==> src/rtl/spike_readout_accum.sv <==
// spike_readout_accum: counts spikes per neuron over a programmable window,
// then scans the counters once to report the most active neuron (argmax),
// its count, whether another neuron tied it, and the total spikes seen.
//
// Handshakes: a transfer happens on a rising clk edge where valid && ready
// are both high. Valid must not depend combinationally on ready. Both
// spike_ready and result_valid come straight from flops.
module spike_readout_accum #(
  parameter int NUM_NEURONS = 16,
  parameter int NEURON_ID_W = 4,
  parameter int CNT_W       = 8
) (
  input  logic                   clk,
  input  logic                   rst,
  input  logic                   spike_valid,
  input  logic [NEURON_ID_W-1:0] spike_id,
  output logic                   spike_ready,
  input  logic                   win_start,
  input  logic [15:0]            win_len,
  output logic                   busy,
  output logic                   result_valid,
  input  logic                   result_ready,
  output logic [NEURON_ID_W-1:0] result_id,
  output logic [CNT_W-1:0]       result_count,
  output logic                   result_tie,
  output logic [15:0]            total_count,
  output logic [1:0]             dbg_state
);

  typedef enum logic [1:0] {
    S_IDLE  = 2'd0,
    S_ACCUM = 2'd1,
    S_SCAN  = 2'd2,
    S_HOLD  = 2'd3
  } state_e;

  localparam logic [NEURON_ID_W-1:0] LAST_IDX = NEURON_ID_W'(NUM_NEURONS - 1);

  state_e                   state_q;
  logic                     spike_ready_q;
  logic                     busy_q;
  logic                     result_valid_q;
  logic [NEURON_ID_W-1:0]   result_id_q;
  logic [CNT_W-1:0]         result_count_q;
  logic                     result_tie_q;
  logic [15:0]              total_q;
  logic [15:0]              cyc_q;
  logic [NEURON_ID_W-1:0]   scan_idx_q;
  logic [CNT_W-1:0]         cnt_q [NUM_NEURONS];

  logic [15:0]              win_len_eff;
  logic                     spike_fire;
  logic                     id_in_range;
  logic [CNT_W-1:0]         sel_cnt;
  logic [CNT_W-1:0]         cnt_d;
  logic [15:0]              total_d;
  logic [15:0]              cyc_d;
  logic [CNT_W-1:0]         scan_cnt;

  // Derived values: effective window length, spike acceptance and the
  // saturating next values of the addressed counter and the total.
  always_comb begin
    win_len_eff = (win_len == 16'd0) ? 16'd1 : win_len;
    spike_fire  = spike_valid && spike_ready_q;
    id_in_range = (32'(spike_id) < 32'(NUM_NEURONS));
    sel_cnt     = cnt_q[spike_id];
    cnt_d       = (sel_cnt == {CNT_W{1'b1}}) ? sel_cnt : sel_cnt + CNT_W'(1);
    total_d     = (total_q == 16'hFFFF) ? total_q : total_q + 16'd1;
    cyc_d       = cyc_q - 16'd1;
    scan_cnt    = cnt_q[scan_idx_q];
  end

  // Control FSM plus all datapath registers; every output is a flop.
  always_ff @(posedge clk) begin
    if (rst) begin
      state_q        <= S_IDLE;
      spike_ready_q  <= 1'b0;
      busy_q         <= 1'b0;
      result_valid_q <= 1'b0;
      result_id_q    <= '0;
      result_count_q <= '0;
      result_tie_q   <= 1'b0;
      total_q        <= '0;
      cyc_q          <= '0;
      scan_idx_q     <= '0;
      for (int i = 0; i < NUM_NEURONS; i++) cnt_q[i] <= '0;
    end else begin
      case (state_q)
        S_IDLE: begin
          if (win_start) begin
            for (int i = 0; i < NUM_NEURONS; i++) cnt_q[i] <= '0;
            total_q        <= '0;
            result_id_q    <= '0;
            result_count_q <= '0;
            result_tie_q   <= 1'b0;
            cyc_q          <= win_len_eff;
            spike_ready_q  <= 1'b1;
            busy_q         <= 1'b1;
            state_q        <= S_ACCUM;
          end
        end

        S_ACCUM: begin
          if (spike_fire) begin
            total_q <= total_d;
            // Out-of-range ids are consumed but only count toward the total.
            if (id_in_range) cnt_q[spike_id] <= cnt_d;
          end
          cyc_q <= cyc_d;
          if (cyc_q == 16'd1) begin
            spike_ready_q <= 1'b0;
            scan_idx_q    <= '0;
            state_q       <= S_SCAN;
          end
        end

        S_SCAN: begin
          // Index 0 seeds the running max; afterwards only a strictly larger
          // count moves the winner, so the lowest index wins ties.
          if (scan_idx_q == '0 || scan_cnt > result_count_q) begin
            result_id_q    <= scan_idx_q;
            result_count_q <= scan_cnt;
            result_tie_q   <= 1'b0;
          end else if (scan_cnt == result_count_q) begin
            result_tie_q <= 1'b1;
          end
          if (scan_idx_q == LAST_IDX) begin
            result_valid_q <= 1'b1;
            state_q        <= S_HOLD;
          end else begin
            scan_idx_q <= scan_idx_q + NEURON_ID_W'(1);
          end
        end

        S_HOLD: begin
          if (result_ready) begin
            result_valid_q <= 1'b0;
            busy_q         <= 1'b0;
            state_q        <= S_IDLE;
          end
        end

        default: state_q <= S_IDLE;
      endcase
    end
  end

  assign spike_ready  = spike_ready_q;
  assign busy         = busy_q;
  assign result_valid = result_valid_q;
  assign result_id    = result_id_q;
  assign result_count = result_count_q;
  assign result_tie   = result_tie_q;
  assign total_count  = total_q;
  assign dbg_state    = state_q;

endmodule

==> config.mk <==
export PLATFORM = sky130hd
export DESIGN_NAME = spike_readout_accum
export DESIGN_NICKNAME = d
export VERILOG_FILES = /design/src/rtl/spike_readout_accum.sv
export SDC_FILE = /design/constraint.sdc
export NUM_CORES = 1
export LEC_CHECK = 0
export CORE_ASPECT_RATIO = 2
export CORE_MARGIN = 2
export CORE_UTILIZATION = 55
export CTS_BUF_LIST = sky130_fd_sc_hd__clkbuf_8
export CTS_CLUSTER_DIAMETER = 100
export DETAILED_ROUTE_END_ITERATION = 8
export GPL_ROUTABILITY_DRIVEN = 0
export PLACE_DENSITY = 0.79
export SLEW_MARGIN = 20
export SYNTH_ARGS = -nofsm -noshare
export SYNTH_HDL_FRONTEND = slang
export SYNTH_SLANG_ARGS = --single-unit
==> constraint.sdc <==
create_clock -name clk -period 3.9 [get_ports clk]
set_clock_uncertainty 0.2 [all_clocks]
set_input_delay 1.17 -clock clk [delete_from_list [all_inputs] [get_ports clk]]
set_output_delay 1.17 -clock clk [all_outputs]
set_load 0.02 [all_outputs]
==> impl_metrics.csv <==
group,metric,value,unit
timing,setup_tns,0,ns
logic_synthesis,netlist_instances,877,
timing,timing_max_transition_violations_final,0,
logic_synthesis,ys_seq_elements,186,
timing,min_period,3.78,ns
routing,routed-via-count,8029,
final_layout,final_instance_count_without_filler_cells,1220,
global_routing,antenna_found_initial,0,
global_routing,grt_pass1_vias,8250,
routing,drt-wirelength-per-cell,24.1,µm
routing,met3_wire_length,1.76,mm
final_layout,highest_count_cells_in_the_layout_ignoring_fill_and_taps,"162 x sky130_fd_sc_hd__nor2_1, 128 x sky130_fd_sc_hd__edfxtp_1, 85 x sky130_fd_sc_hd__buf_4",
logic_synthesis,synth_top_area_share,38.3,%
logic_synthesis,ys_warn_count,0,
logic_synthesis,synth_area_leader_cell,"sky130_fd_sc_hd__edfxtp_1",
logic_synthesis,synth_flop_cell,"sky130_fd_sc_hd__edfxtp_1",
setup_path,critical-path-top-delay-family,"buffers and inverters",
place,dpl.cell_count,1188,
setup_path,worst_setup_path_startpoint,"spike_id[1]",
clock_network,clock_net_sink_count,186,
floorplan,fp.dieArea,19400,µm²
final_layout,final_net_count,1035,
floorplan,coreArea,18100,µm²
floorplan,ioPinCount,59,
routing,final_ant_viol_nets,0,
routing,drt-total-wl,29.5,mm
final_layout,postLayoutCellArea,11900,µm²
logic_synthesis,synth.top_cells.by_area,"sky130_fd_sc_hd__edfxtp_1 38%, sky130_fd_sc_hd__mux4_2 14%, sky130_fd_sc_hd__dfxtp_1 12%, sky130_fd_sc_hd__nor2_1 6.1%, sky130_fd_sc_hd__nand2_1 3.1%",
final_layout,finish.utilization,65.4,%
setup_path,critical_setup_path_class,"input pin to flip-flop",
pwr,worst_ir_drop_vdd,0.000353,V
logic_synthesis,post_synth.cell_area_avg,11.5,µm²
logic_synthesis,netlist_area,10000,µm²
logic_synthesis,seq_area_frac_synth,49.8,%
timing,setup_repair_after_global_routing_missed_its_margin,"false",
clock_network,cts-htree-levels,4,
clock_network,numCtsBuffers,17,
min_path,hold_start,"result_id[0]",
run,maxCapViolCount,0,
final_layout,insertedDiodeCount,0,
clock_network,cts.repair_timing.setup_buffer_count,0,
setup_path,highest_fanout_seen_on_the_critical_path,18,
setup_path,cpMaxStageDelayCell,"sky130_fd_sc_hd__clkdlybuf4s50_1",
setup_path,arrival,3.81,ns
pwr,power.density_cell_area,563,nW/µm²
clock_network,cts.path.max_buffers,2,
routing,remaining_drc_errors,0,
logic_synthesis,postSynth.asyncResetShare,0,%
clock_network,clkLatencyLatePin,0.48,ns
logic_synthesis,post_synth_edffs,128,
final_layout,area_growth,18.0,%
floorplan,rows,70,
setup_path,worst_ep_required_time,3.93,ns
floorplan,overall_die_height,195,µm
setup_path,startpoint_type,"input pin",
timing,timing.final.crit_share,97.0,%
final_layout,leading_cell_type_in_the_layout_fill_and_taps_excluded,"sky130_fd_sc_hd__nor2_1",
logic_synthesis,yosys.cell_types.count,65,
min_path,min-delay-path-class,"flip-flop to flip-flop",
timing,tightest_slew,0.711,ns
logic_synthesis,synth_nets,921,
clock_network,tritoncts,"built",
routing,vias_per_cell,6.58,
setup_path,path_cells,"clkdlybuf4s50_1 > buf_12 > buf_4 > mux4_1 > a22oi_1 > nand2_1 > nand3_1 > nor2_1 > mux2i_2 > buf_12 > nor2_1",
setup_path,worstSetupEndpointType,"flip-flop",
place,post_dp_cell_area,11500,µm²
final_layout,post_route_cells_drive_above_1_share,21.3,%
pwr,cellLeakagePower,4.27,nW
setup_path,worst-path-buf-inv,4,
routing,drt_first_pass_iters,6,
timing,relSlewSlack,51.9,%
place,place_hpwl,22.5,mm
routing,routed.top_layer,"met4",
global_routing,track_usage,31.4,%
global_routing,grt_first_pass_wirelength,44.8,mm
clock_network,path_clk_slew,0.10,ns
routing,dr_wl_met2,16.4,mm
timing,timing.final.hold_violations,0,
timing,setup_viol_count_final,0,
floorplan,die-width,99.6,µm
timing,whs,0.279,ns
setup_path,reg2reg_slack,0.27,ns
status,run_status,"complete, no violations",
timing,fmaxAchievable,264,MHz
clock_network,ctsHoldBuffers,0,
floorplan,initial_standard_cell_utilization_of_the_core,55.4,%
global_routing,largest_net_degree_at_the_start_of_global_routing,40,
global_routing,globalRouteOverflowTotal,0,
place,io_buffer_count,58,
routing,detail_route.wirelength.met1,8.38,mm
clock_network,cts-root-buf,"sky130_fd_sc_hd__clkbuf_8",
routing,detail_route.iter0.violations,861,
setup_path,stage_delay_of_the_slowest_cell_on_the_critical_path,0.50,ns
## cells by family (layout without fill, tap and decap cells)
kind of cell,Yosys count,in the layout,share of synthesized area [%]
AOI/OAI and AO/OA,134,134,8.97
xor gates and xnor gates,16,16,1.47
adders and majority gates,19,19,2.37
buffers and inverters,81,208,3.92
DFF,186,186,49.8
muxes,82,82,17.3
and+or+nand+nor,359,359,16.2
## cells in the mapped netlist (4+ instances only)
cell,count
sky130_fd_sc_hd__a211oi_1,9
sky130_fd_sc_hd__a21oi_1,37
sky130_fd_sc_hd__a22oi_1,20
sky130_fd_sc_hd__and3_1,6
sky130_fd_sc_hd__buf_2,20
sky130_fd_sc_hd__buf_6,5
sky130_fd_sc_hd__clkbuf_1,29
sky130_fd_sc_hd__dfxtp_1,58
sky130_fd_sc_hd__edfxtp_1,128
sky130_fd_sc_hd__ha_1,19
sky130_fd_sc_hd__inv_1,20
sky130_fd_sc_hd__mux2_2,4
sky130_fd_sc_hd__mux2i_1,6
sky130_fd_sc_hd__mux4_1,8
sky130_fd_sc_hd__mux4_2,62
sky130_fd_sc_hd__nand2_1,83
sky130_fd_sc_hd__nand2b_1,15
sky130_fd_sc_hd__nand3_1,23
sky130_fd_sc_hd__nand4_1,24
sky130_fd_sc_hd__nor2_1,162
sky130_fd_sc_hd__nor2b_1,6
sky130_fd_sc_hd__nor3_1,9
sky130_fd_sc_hd__nor4_1,8
sky130_fd_sc_hd__o21ai_0,18
sky130_fd_sc_hd__o31ai_1,19
sky130_fd_sc_hd__or3_1,5
sky130_fd_sc_hd__xnor2_1,7
sky130_fd_sc_hd__xor2_1,8
## flip-flops by register name (all words and copies together), names as in the netlist, named ones only
name          cells
busy              1
cnt_q           128
cyc_q            16
dbg_state         2
result_count      8
result_id         4
result_tie        1
result_valid      1
scan_idx_q        4
spike_ready       1
total_count      16
## timing repair
item | in CTS | in global routing
endpoints found under the setup margin | 0 | 14
endpoints found under the hold margin | 0 | 0
gates resized for setup | 0 | 1
## power by group
| group | internal, mW | switching, mW | leakage, nW |
|---|---|---|---|
| combinational | 1.16 | 1.49 | 2.21 |
| clock | 0.543 | 0.722 | 0.199 |
| sequential | 2.51 | 0.250 | 1.86 |
| total | 4.22 | 2.46 | 4.27 |
## layer usage
metal	global-route usage [%]	vias up
li1	-	3527
met1	27.7	3873
met2	59.2	435
met3	5.30	194
met4	25.6	0
met5	0	-
## through the flow
step	worst slack, ns	total power [mW]
global route	0.0234	7.00
detailed placement	-0.321	5.42
floorplan	0.0127	4.46
finish	0.117	6.68
CTS	0.129	6.65
global placement	-0.317	5.31
## layout make-up
cell class	instances	area (µm²)
fill	1352	6270
inverter	20	75.1
sequential	186	5010
timing repair buffer	156	1480
clock buffer	19	262
tap	216	270
multi-input combinational	610	4660
clock inverter	13	113
## worst reg2reg max path, stage by stage (launching register included)
cell,delay [ns]
sky130_fd_sc_hd__dfxtp_2,0.36
sky130_fd_sc_hd__buf_12,0.27
sky130_fd_sc_hd__mux4_2,0.60
sky130_fd_sc_hd__mux4_2,0.57
sky130_fd_sc_hd__ha_1,0.34
sky130_fd_sc_hd__a21o_1,0.18
sky130_fd_sc_hd__a21o_1,0.18
sky130_fd_sc_hd__a211oi_1,0.27
sky130_fd_sc_hd__a21oi_1,0.13
sky130_fd_sc_hd__buf_4,0.20
sky130_fd_sc_hd__nand2b_1,0.15
sky130_fd_sc_hd__a21oi_1,0.13
## final timing paths
kind / end / cells after the start
max reg2reg: result_id[1] / 11
min: result_id[0] / 2
min reg2reg: result_id[0] / 2
max: cnt_q[0][6] / 11
Note: power is estimated with default switching activity, not from simulation.
